### config.mk
export PLATFORM = sky130hd
export DESIGN_NAME = dsm_input_interp
export DESIGN_NICKNAME = d
export VERILOG_FILES = /design/src/rtl/dsm_input_interp.sv
export SDC_FILE = /design/constraint.sdc
export NUM_CORES = 1
export LEC_CHECK = 0
export ABC_AREA = 0
export BUFFER_PORTS_ARGS = -buffer_cell sky130_fd_sc_hd__clkbuf_2
export CAP_MARGIN = 20
export CELL_PAD_IN_SITES_DETAIL_PLACEMENT = 0
export CELL_PAD_IN_SITES_GLOBAL_PLACEMENT = 1
export CORE_ASPECT_RATIO = 1.4
export CORE_MARGIN = 3
export CORE_UTILIZATION = 45
export DETAILED_ROUTE_END_ITERATION = 10
export GPL_ROUTABILITY_DRIVEN = 0
export PLACE_DENSITY = 0.77
export SLEW_MARGIN = 20
export SYNTH_ARGS = -nofsm -noshare
export SYNTH_HDL_FRONTEND = slang
export SYNTH_SLANG_ARGS = --single-unit
export TNS_END_PERCENT = 30
### constraint.sdc
create_clock -name clk -period 2.4 [get_ports clk]
set_input_delay 0.36 -clock clk [delete_from_list [all_inputs] [get_ports clk]]
set_output_delay 0.36 -clock clk [all_outputs]
set_load 0.01 [all_outputs]
### src/rtl/dsm_input_interp.sv
// dsm_input_interp: buffers 16-bit PCM samples and upsamples them by N = 2^OSR_LOG2 into the
// 20-bit modulator input format, one vin value per modulator clock.
// Build option: define DSM_INPUT_INTERP_LINEAR_EN for a linear ramp between samples; without it
// each sample is held for N cycles (zero-order hold). FSM, handshake and flag timing are the
// same in both builds.
module dsm_input_interp #(
    parameter int unsigned OSR_LOG2   = 6,
    parameter int unsigned FIFO_DEPTH = 4
) (
    input  logic        clk,
    input  logic        reset,
    input  logic [15:0] s_data,
    input  logic        s_valid,
    output logic        s_ready,
    output logic [19:0] vin,
    output logic        seg_start,
    output logic        underrun,
    input  logic        clear_underrun
);

    localparam int unsigned AccW = 20 + OSR_LOG2;
    localparam int unsigned PtrW = $clog2(FIFO_DEPTH);
    localparam logic [OSR_LOG2-1:0] CntLast = {OSR_LOG2{1'b1}};
    localparam logic [OSR_LOG2-1:0] CntOne  = 1;
    localparam logic [PtrW:0]       PtrOne  = 1;

    typedef enum logic [1:0] {StIdle, StRun, StStarved} state_e;

    // Sample FIFO: extra pointer bit distinguishes full from empty.
    logic [15:0]   mem_q [FIFO_DEPTH];
    logic [PtrW:0] wr_ptr_q, rd_ptr_q;
    logic          full, empty, push, pop;
    logic [15:0]   head;

    // Datapath state.
    state_e              state_q;
    logic [19:0]         cur_q;
    logic signed [20:0]  diff_q;
    logic [AccW-1:0]     acc_q;
    logic [OSR_LOG2-1:0] cnt_q;
    logic                seg_start_q;
    logic                underrun_q;

    logic [19:0]     s_ext;
    logic [AccW-1:0] cur_shift, diff_ext;
    logic [AccW-1:0] first_acc, pop_acc;
    logic [20:0]     first_diff, pop_diff;

    assign empty = (wr_ptr_q == rd_ptr_q);
    assign full  = (wr_ptr_q[PtrW] != rd_ptr_q[PtrW]) &&
                   (wr_ptr_q[PtrW-1:0] == rd_ptr_q[PtrW-1:0]);
    // Ready is forced low while reset is held so nothing is accepted into a clearing FIFO.
    assign s_ready = !full && !reset;
    assign push    = s_valid && s_ready;
    assign head    = mem_q[rd_ptr_q[PtrW-1:0]];

    // The FSM consumes a sample whenever it sits at a segment boundary and one is waiting.
    assign pop = !empty && ((state_q == StIdle) || (state_q == StStarved) ||
                            ((state_q == StRun) && (cnt_q == CntLast)));

    assign s_ext     = {{4{head[15]}}, head};
    assign cur_shift = {cur_q, {OSR_LOG2{1'b0}}};
    assign diff_ext  = AccW'(diff_q);

`ifdef DSM_INPUT_INTERP_LINEAR_EN
    // Ramp from the previous target; in STARVED acc already equals cur_shift, so this holds it.
    assign first_acc  = '0;
    assign pop_acc    = cur_shift;
    assign first_diff = {s_ext[19], s_ext};
    assign pop_diff   = {s_ext[19], s_ext} - {cur_q[19], cur_q};
`else
    // Zero-order hold: jump straight to the new sample and never step.
    assign first_acc  = {s_ext, {OSR_LOG2{1'b0}}};
    assign pop_acc    = {s_ext, {OSR_LOG2{1'b0}}};
    assign first_diff = '0;
    assign pop_diff   = '0;
`endif

    // Sample storage; contents need no reset since the pointers define validity.
    always_ff @(posedge clk) begin
        if (push) begin
            mem_q[wr_ptr_q[PtrW-1:0]] <= s_data;
        end
    end

    // FIFO pointer update.
    always_ff @(posedge clk) begin
        if (reset) begin
            wr_ptr_q <= '0;
            rd_ptr_q <= '0;
        end else begin
            if (push) wr_ptr_q <= wr_ptr_q + PtrOne;
            if (pop)  rd_ptr_q <= rd_ptr_q + PtrOne;
        end
    end

    // Interpolator FSM with registered vin source, segment pulse and sticky underrun flag.
    always_ff @(posedge clk) begin
        if (reset) begin
            state_q     <= StIdle;
            cur_q       <= '0;
            diff_q      <= '0;
            acc_q       <= '0;
            cnt_q       <= '0;
            seg_start_q <= 1'b0;
            underrun_q  <= 1'b0;
        end else begin
            seg_start_q <= 1'b0;
            // A set later in this block overrides the clear.
            if (clear_underrun) underrun_q <= 1'b0;
            unique case (state_q)
                StIdle: begin
                    if (!empty) begin
                        cur_q   <= s_ext;
                        diff_q  <= first_diff;
                        acc_q   <= first_acc;
                        cnt_q   <= '0;
                        state_q <= StRun;
                    end
                end
                StRun: begin
                    if (cnt_q != CntLast) begin
                        acc_q       <= acc_q + diff_ext;
                        cnt_q       <= cnt_q + CntOne;
                        seg_start_q <= (cnt_q == '0);
                    end else if (!empty) begin
                        // Land exactly on the target, then start the next segment.
                        acc_q  <= pop_acc;
                        cur_q  <= s_ext;
                        diff_q <= pop_diff;
                        cnt_q  <= '0;
                    end else begin
                        acc_q      <= cur_shift;
                        underrun_q <= 1'b1;
                        state_q    <= StStarved;
                    end
                end
                StStarved: begin
                    if (!empty) begin
                        acc_q   <= pop_acc;
                        cur_q   <= s_ext;
                        diff_q  <= pop_diff;
                        cnt_q   <= '0;
                        state_q <= StRun;
                    end
                end
                default: state_q <= StIdle;
            endcase
        end
    end

    assign vin       = acc_q[AccW-1:OSR_LOG2];
    assign seg_start = seg_start_q;
    assign underrun  = underrun_q;

endmodule

# Yosys cells after proc, flatten, opt, wreduce, memory -nomap -nowiden
# Memory sizes are Yosys's and may differ from the RTL's. A register that Yosys moved wholly into a read port is not among the register bits.
# Index checks and enable logic that the tools add are counted.
[word_totals] reg_bits=83 out_inout_bits=23 ramBits=64 mem_count=1 input_bits=20 wordCells=69
[mem_list] memory="mem_q" words=4 width=16 read_ports=1 rd_clocked_by_memory_dff=1 write_ports=1 line="30" source="logic [15:0] mem_q [FIFO_DEPTH];"
[op_classes] muxes=25 n_eq_ne=10 n_reduce_logical=18 bitwise=2 addsub=4
[ops] cell="26-bit two-way mux" n=3
[ops] cell="26-bit case mux with 2 select lines" n=1
[ops] cell="21-bit two-way mux" n=2
[ops] cell="21-bit case mux with 2 select lines" n=1
[ops] cell="20-bit two-way mux" n=2
[ops] cell="20-bit case mux with 2 select lines" n=1
[ops] cell="26-bit adder" n=1
[ops] cell="6-bit two-way mux" n=2
[ops] cell="6-bit case mux with 2 select lines" n=1
[ops] cell="2-bit two-way mux" n=5
[ops] cell="3-bit by 1-bit adder with 3-bit output, second input constant" n=2
[ops] cell="6-bit by 1-bit adder with 6-bit output, second input constant" n=1
[ops] cell="6-bit == test, second input constant" n=1
[ops] cell="6-bit logical NOT" n=1
[ops] cell="1-bit two-way mux" n=6
[ops] cell="2-bit inequality test, second input constant" n=3
[ops] cell="6-bit inequality test, second input constant" n=1
[ops] cell="1-bit logical AND" n=5
[ops] cell="2-bit case mux with 2 select lines" n=1
[ops] cell="2-bit AND reduction" n=2
[ops] cell="3-bit == test" n=1
[ops] cell="1-bit logical NOT" n=3
[ops] cell="3-bit AND reduction" n=1
[ops] cell="3-bit OR reduction" n=1
[ops] cell="9 further kinds" n=11

# Longest topological paths before layout
# Gate-level depths: netlist (run 1).
[logic_depth] word_depth=7 ltp_mapped=6 mapped_depth_nobuf=5

# Worst setup path before layout (run 1)
# No wires, ideal clock.
[synth_path] kind="register to register" from="reg wr_ptr_q[0]" to="mem mem_q[3][0], enable pin" path_buffers=0 setup_ps=375 period_less_slack_ps=1910 path_stages_with_launch=4 required_ps=2025 t_arrival_ps=1535 slack_ps=490 path_cell_list="dfxtp_1 > xnor2_2 > a311oi_2 > and2_1"
[synth_between] elab_chain_len=7
[synth_lines] item="start: declaration" line="31" source="logic [PtrW:0] wr_ptr_q, rd_ptr_q;"
[synth_lines] item="start signal: assignment" line="92" source="if (push) wr_ptr_q <= wr_ptr_q + PtrOne;"
[synth_lines] item="2-bit == test" line="51" source="(wr_ptr_q[PtrW-1:0] == rd_ptr_q[PtrW-1:0]);"
[synth_lines] item="1-bit logical AND" line="50" source="assign full = (wr_ptr_q[PtrW] != rd_ptr_q[PtrW]) &&"
[synth_lines] item="1-bit logical NOT" line="53" source="assign s_ready = !full && !reset;"
[synth_lines] item="1-bit logical AND" line="53"
[synth_lines] item="1-bit logical AND" line="54" source="assign push = s_valid && s_ready;"
[synth_lines] item="1-bit two-way mux" line="81" source="if (push) begin"
[synth_lines] item="1-bit two-way mux (implied by the code)" line="82" source="mem_q[wr_ptr_q[PtrW-1:0]] <= s_data;"
[synth_lines] item="end: declaration" line="30"
# Several ways; a longest one is shown, not always the timed one.

# Final worst setup path (run 1)
# Ends and elaborated chain as after synthesis.

==> flow_summary.ini, run 1 <==
[clock_network]
clockRootBuffer = clkbuf_16
clkTransAtPathRegs_ns = 0.06
clk_latency_ns = 0.40
cts_max_level = 4
clkSinkCount = 122
cts_buffers = 17
cts_tree = yes
cts_max_path_buffers = 2
post_cts_resized = 0
postCtsSetupBuffers = 0
cts_hold_buf = 0

[die]
coreArea_um2 = 10500
initial_utilization = 0.470
die_h_um = 130
io_pins = 43
num_rows = 44
die-area_um2 = 12300
die_w_um = 94.5

[timing]
clock_skew_ns = 0.00570
worst-slew-pin-transition_ns = 0.971
finalCritPeriodShare = 0.845
rsz0062_at_grt = false
setup-tns-final_ns = 0
max-slew-margin-rel = 0.349
finalHoldViolCount = 0
slew_violations = 0
period_needed_ns = 2.03
setup_violations = 0
timing.fmax_mhz = 493
timing.final.ws_setup_ns = 0.372

[setup_path]
cp-end-kind = register
worst_ep_arrival_time_ns = 2.11
cp_max_fo = 16
cp-start-kind = register
crit_type = reg -> reg
crit_required_ns = 2.48

[yosys]
synth_top_area_cell = edfxtp_1
ys_types = 50
ys_ff_latch = 122
synth_fp_nets = 391
yosys.area.top_type_share = 0.389
synth_edf_count = 64
yosysSeqAreaShare = 0.624
syn_avg_cell_area_um2 = 13.6
ys.flop_type = edfxtp_1
synth_cells = 364
ys_warn_count = 0
synth_area_um2 = 4940
async_reset_ff_frac = 0
synthTopCellsByArea = edfxtp_1, dfxtp_1, mux4_2, o2bb2ai_1, mux2i_1

[global_route]
grt_pass1_wl_um = 16000
grt_overflow = 0
grt_pass1_vias = 3110
grt_usage = 0.173
grt_max_degree = 31
antenna_found_initial = 0

[final_layout]
drive_above_1_share = 0.271
final_util = 0.564
final_cells = 569
insertedDiodeCount = 0
final_common_cell = edfxtp_1
synthToLayoutAreaGrowth_pct = 20.1
nets = 445
layout_common_cells = edfxtp_1, dfxtp_1, clkbuf_2

[route]
drtIter0Drc = 180
drt_wl_total_um = 9800
via_count = 3186
drc = 0
avgViaCountPerCell = 5.60
dr.pass1.iters = 4
ant_nets = 0
wire_per_inst_um = 17.2

[outcome]
outcome = complete, no violations

[min_path]
hp-class = in -> reg

[run]
cap_violations = 0

[placed_design]
dpl.hpwl_um = 6350
placed_cells = 537
place_ws_ns = 0.280
numPortBuffers = 42

[pwr]
ir_drop_uv = 770
p_leak_uw = 0.00217
cellPowerDensity_nw_per_um2 = 1180
[cell type report]
class                           count  area, um2
Fill cell                         873       4580
Clock inverter                     15        174
Clock buffer                       17        425
Timing Repair Buffer               57        323
Sequential cell                   122       3080
Tap cell                          138        173
Multi-Input combinational cell    209       1710
Inverter                           11       41.3
[final timing paths]
kind                    start  cells after the start  slack (ns)           end
setup / recovery  wr_ptr_q[0]                      4        0.37   mem_q[3][0]
hold / removal     s_data[12]                      1        0.18  mem_q[0][12]
setup reg to reg  wr_ptr_q[0]                      4        0.37   mem_q[3][0]
hold reg to reg     acc_q[16]                      1        0.47     acc_q[16]
[synth_stat cells (3+ instances only)]
cell type and count:
inv_1 11, mux2i_1 16, buf_2 11, dfxtp_1 58
nand2_1 3, o2bb2ai_1 20, a211oi_1 9, nor3_1 12
ha_1 7, o21ai_0 19, edfxtp_1 64, nand3_1 21
nor2_1 14, and2_1 4, a21oi_1 26, clkbuf_1 9
mux4_2 16, o21ai_1 3
[logic make-up (layout without fill, tap and decap cells)]
logic type	after synthesis	in the layout	synth area share
buffers and inverters	33	100	0.0294
DFF	122	122	0.624
and+or+nand+nor	72	72	0.0796
xor gates and xnor gates	5	5	0.0119
adders and majority gates	7	7	0.0177
AOI/OAI and AO/OA	92	92	0.129
muxes	33	33	0.108
[layer usage]
layer,vias up,GRT usage,wire [um]
met5,-,0,0
met2,69,0.284,4990
li1,1525,-,-
met4,0,0.0663,127
met3,10,0.0490,366
met1,1582,0.219,4310
[critical path, cell delays in order, from the launching register on]
cell and delay [ns]:
dfxtp_1 0.45, xnor2_2 0.17, a311oi_2 0.55, and2_1 0.24, buf_4 0.28
[state kept, by name (all words and copies together) (netlist names), named ones only]
name,count
underrun,1
state_q,2
cur_q,20
rd_ptr_q,3
acc_q,20
cnt_q,6
seg_start,1
wr_ptr_q,3
mem_q,64
[per-stage QoR]
stage / hold WS, ns / instance area (um2) / total power [uW]
after global placement: 0.451 / 5330 / 4510
after floorplan: 0.438 / 4940 / 4000
after CTS: 0.169 / 5930 / 7070
after global routing: 0.168 / 5930 / 7400
after detailed placement: 0.455 / 5330 / 4540
final: 0.176 / 5930 / 7010
[power breakdown]
group,switching (uW),internal (uW),total [uW]
combinational,1060,698,1760
sequential,205,2540,2740
clock,885,1630,2510
total,2150,4860,7010
Note: power is estimated with default switching activity, not from simulation.
==> run 2, diff against run 1 <==
--- a/config.mk
+++ b/config.mk
@@ -12,10 +12,10 @@
 export CELL_PAD_IN_SITES_GLOBAL_PLACEMENT = 1
 export CORE_ASPECT_RATIO = 1.4
 export CORE_MARGIN = 3
-export CORE_UTILIZATION = 45
+export CORE_UTILIZATION = 44
 export DETAILED_ROUTE_END_ITERATION = 10
 export GPL_ROUTABILITY_DRIVEN = 0
-export PLACE_DENSITY = 0.77
+export PLACE_DENSITY = 0.78
 export SLEW_MARGIN = 20
 export SYNTH_ARGS = -nofsm -noshare
 export SYNTH_HDL_FRONTEND = slang
==> constraint.sdc (replaced) <==
create_clock -name clk -period 1.75 [get_ports clk]
set_input_delay 0.2625 -clock clk [delete_from_list [all_inputs] [get_ports clk]]
set_output_delay 0.2625 -clock clk [all_outputs]
set_load 0.01 [all_outputs]
==> run 2 against run 1 <==
  * Final area up 5.7%
  * Utilization up 0.99 points
  * Sequential power up 37%
  * Clock-buffer cell count up 2
  * Non-clock buffer count up 22
  * Worst hold slack worse by 0.10 ns
  * Combinational power up 56%
  * Clock power up 39%
  * Critical path depth up 1
  * Power up 43%
  * Die area up 2.1%
  * Via count up 4.3%
  * Highest routed layer unchanged
==> flow_summary.ini, run 2 (synthesis results as in run 1) <==
[route]
avgViaCountPerCell = 5.59
dr.pass1.iters = 6
drc = 0
wire_per_inst_um = 18.4
wl_met2_um = 5960
drtIter0Drc = 125
via_count = 3324
met3_length_um = 475
ant_nets = 0
drt_wl_total_um = 10900
highest_layer = met4
met1_length_um = 4250

[final_layout]
multi_input_area_um2 = 1780
insertedDiodeCount = 0
largest_register_ffs = 64
synthToLayoutAreaGrowth_pct = 27.0
seq_area_um2 = 3090
final_common_cell = edfxtp_1
drive_above_1_share = 0.328
n_fill_cell = 899
layout_common_cells = edfxtp_1, dfxtp_1, clkbuf_2
final_util = 0.574
final_design_area_no_fill_um2 = 6270
nets = 468

[clock_network]
clkTransAtPathRegs_ns = 0.05
clockRootBuffer = clkbuf_16
cts_buffers = 17
clk_latency_ns = 0.41
clkSinkCount = 122
cts_tree = yes
cts_max_level = 4
cts_max_path_buffers = 2

[run]
cap_violations = 0

[die]
coreArea_um2 = 10900
initial_utilization = 0.452
io_pins = 43
die_w_um = 95.5
num_rows = 45
die_h_um = 131
die-area_um2 = 12500

[global_route]
grt_max_degree = 31
grt_overflow = 0
antenna_found_initial = 0
grt_usage = 0.180
grt_pass1_wl_um = 17100
grt_pass1_vias = 3399

[pwr]
cellPowerDensity_nw_per_um2 = 1600
p_leak_uw = 0.00232
ir_drop_uv = 920

[setup_path]
crit_required_ns = 1.87
cp_max_fo = 8
cp-end-kind = register
crit_type = reg -> reg
worst_ep_arrival_time_ns = 1.87
cp-start-kind = register

[timing]
period_needed_ns = 1.74
slew_violations = 0
setup_violations = 0
timing.final.ws_setup_ns = 0.00762
finalHoldViolCount = 0
max-slew-margin-rel = 0.555
finalCritPeriodShare = 0.996
timing.fmax_mhz = 574
clock_skew_ns = 0.00542
rsz0062_at_grt = true
worst-slew-pin-transition_ns = 0.666

[placed_design]
dpl.hpwl_um = 7030
numPortBuffers = 42
placed_area_um2 = 5540
place_ws_ns = -0.0599

[outcome]
outcome = complete, no violations

[min_path]
hp-class = in -> reg
## run 2: cell count changes in the layout (fill, tap and decap cells not counted), moves of 2 or more
cell	previous run	this run
and2_1	4	2
buf_4	15	29
clkinv_1	2	0
dfxtp_1	58	53
buf_12	0	6
clkbuf_1	0	2
dfxtp_2	0	4
## run 2: stage by stage
stage | TNS [ns] | hold slack (ns) | power, uW | instances
floorplan | -4.53 | 0.361 | 5490 | 364
global placement | 0 | 0.449 | 6320 | 559
detailed placement | -0.655 | 0.450 | 6400 | 559
CTS | 0 | 0.0502 | 9960 | 591
global route | -0.594 | 0.0727 | 10500 | 595
finish | 0 | 0.0711 | 10000 | 595
## run 2: path summary, 6_finish.rpt
kind	slack (ns)	endpoint	start	cells past startpoint
min	0.07	mem_q[0][12]	s_data[12]	1
max	0.008	mem_q[3][8]	rd_ptr_q[1]	5
min reg2reg	0.46	acc_q[8]	acc_q[8]	1
max reg2reg	0.008	mem_q[3][8]	rd_ptr_q[1]	5
## run 2: cell type report
cell class / instances / area share
repair buffers: 79 / 0.0932
multi-input cells: 210 / 0.283
inverters: 11 / 0.00659
clock inverters: 13 / 0.0267
well taps: 141 / 0.0281
flip-flops and latches: 122 / 0.493
clock buffers: 19 / 0.0690
## run 2: critical path: stages, from the launching register on
cell       delay [ns]
dfxtp_4          0.37
xnor2_4          0.13
buf_6            0.14
a311oi_4         0.37
and2_4           0.27
clkbuf_16        0.17
## run 2: where the power goes
part           switching (uW)  internal [uW]
clock network            1250           2250
registers                 277           3480
logic                    1580           1170
## run 2: what timing repair did
action,CTS,global route
gates cloned,0,2
hold buffers,0,0
endpoints found under the setup margin,74,103
gates resized for setup,3,13
setup buffers,0,2
pin swaps,0,5
## run 2: per-layer routing
metal	vias to the layer above	GRT usage
li1	1571	-
met1	1638	0.207
met2	93	0.312
met3	22	0.0401
met4	0	0.0783
met5	-	0
==> run 3, diff against run 2 <==
--- a/config.mk
+++ b/config.mk
@@ -15,6 +15,7 @@
 export CORE_UTILIZATION = 44
 export DETAILED_ROUTE_END_ITERATION = 10
 export GPL_ROUTABILITY_DRIVEN = 0
+export MAX_ROUTING_LAYER = met4
 export PLACE_DENSITY = 0.78
 export SLEW_MARGIN = 20
 export SYNTH_ARGS = -nofsm -noshare
==> run 3 against run 2 <==
  * Combinational power shrank 2%
  * Cell count shrank 0.17%
  * Setup slack gained 0.021 ns
  * First-iteration DRC count grew 13%
  * Flip-flop and latch count is the same
  * Largest cell class unchanged
  * Die area is the same
  * Maximum frequency grew 1.2%
  * Clock-buffer cell count is the same
  * Sequential share of layout area is essentially flat
  * Critical endpoint is now s_ready
  * Utilization is essentially flat
  * Register-to-register slack gained 0.03 ns
  * Wire length shrank 3.7%
==> flow_summary.ini, run 3 (synthesis results as in run 1) <==
[route]
via_count = 3253
drt_wl_total_um = 10500
ant_nets = 0
dr.pass1.iters = 4
drc = 0
avgViaCountPerCell = 5.48
drtIter0Drc = 141
wire_per_inst_um = 17.7

[die]
initial_utilization = 0.452
coreArea_um2 = 10900
die-area_um2 = 12500
die_w_um = 95.5
io_pins = 43
die_h_um = 131
num_rows = 45

[timing]
max-slew-margin-rel = 0.570
finalCritPeriodShare = 0.984
timing.fmax_mhz = 581
period_needed_ns = 1.72
worst-slew-pin-transition_ns = 0.642
clock_skew_ns = 0.00968
finalHoldViolCount = 0
setup-tns-final_ns = 0
slew_violations = 0
rsz0062_at_grt = true
setup_violations = 0

[setup_path]
cp-start-kind = register
worst_ep_arrival_time_ns = 1.46
crit_slowest_cell = dfxtp_1
cpPeakStageDelay_ns = 0.38
crit_type = reg -> out
cp-end-kind = primary output
crit_required_ns = 1.49
path_cells = xor2_1, a31oi_2, clkbuf_2
cp_max_fo = 4

[final_layout]
final_design_area_no_fill_um2 = 6270
drive_above_1_share = 0.325
n_fill_cell = 894
insertedDiodeCount = 0
largest_register_ffs = 64
synthToLayoutAreaGrowth_pct = 26.9
nets = 467
layout_common_cells = edfxtp_1, dfxtp_1, clkbuf_2
final_common_cell = edfxtp_1

[placed_design]
placed_area_um2 = 5540
numPortBuffers = 42
dpl.hpwl_um = 7030

[global_route]
grt_pass1_wl_um = 17000
antenna_found_initial = 0
grt_pass1_vias = 3407
grt_overflow = 0
grt_max_degree = 31
grt_usage = 0.185

[pwr]
p_int_uw = 6900
p_seq_frac = 0.378
switchingPower_uw = 3050
p_comb_frac = 0.271
cellPowerDensity_nw_per_um2 = 1590
pwr-share-clk = 0.350
ir_drop_uv = 884
p_leak_uw = 0.00232
switching_share = 0.306

[clock_network]
clk_latency_ns = 0.41
cts_max_path_buffers = 2
cts_tree = yes
clkSinkCount = 122
cts_max_level = 4
clockRootBuffer = clkbuf_16
cts_hold_buf = 0
cts_buffers = 17
clkTransAtPathRegs_ns = 0.06

[min_path]
hp-class = in -> reg

[run]
cap_violations = 0

[outcome]
outcome = complete, no violations
run 3: final timing paths:
kind	to	slack, ns	start	cells after the start
worst min-delay path	mem_q[3][13]	0.08	s_data[13]	1
worst max-delay path	s_ready	0.03	rd_ptr_q[2]	3
worst min register to register	acc_q[8]	0.46	acc_q[8]	1
worst max register to register	mem_q[3][1]	0.04	wr_ptr_q[1]	5
run 3: final cells by class:
type	count	area (um2)	area share
clock buffer	19	433	0.0691
clock inverter	13	168	0.0268
inverter	11	41.3	0.00659
multi-input combinational	209	1770	0.283
sequential	122	3090	0.493
tap	141	176	0.0282
timing repair buffer	79	584	0.0933
run 3: metal layers:
metal,track usage,vias up,wire [um]
met5,-,-,0
met3,0.0435,13,425
met1,0.204,1588,4090
met4,0.0736,0,190
met2,0.315,82,5820
li1,-,1570,-
run 3: timing repair:
| action | 4_1_cts | 5_1_grt |
|---|---|---|
| gates resized for setup | 3 | 12 |
| pin swaps | 0 | 4 |
| setup buffers | 0 | 2 |
| setup endpoints to repair | 74 | 103 |
| hold endpoints to repair | 0 | 0 |
| gates cloned | 0 | 1 |
run 3: per-stage QoR:
step	hold slack (ns)	cells	setup slack [ns]	total power [uW]	utilization
floorplan	0.361	364	-0.141	5490	-
global placement	0.449	559	0.0286	6320	0.507
detailed placement	0.450	559	-0.0599	6400	0.507
CTS	0.0502	591	0.00242	9960	0.564
global route	0.0746	594	-0.0489	10400	0.574
finish	0.0750	594	0.0282	9950	0.574
run 3: power by group through the flow:
stage          logic, uW  clock network, uW  registers [uW]
3_3_place_gp        2540                  0            3780
4_1_cts             2650               3570            3750
6_report            2700               3490            3760
3_5_place_dp        2610                  0            3790
2_1_floorplan       1670                  0            3820
5_1_grt             2960               3670            3810
run 3: worst max-delay path: cells and delay by family (launching register included):
family / cells / cell delay [ns]
flops: 1 / 0.38
xor+xnor: 1 / 0.33
compound gates: 1 / 0.18
buf+inv: 1 / 0.17
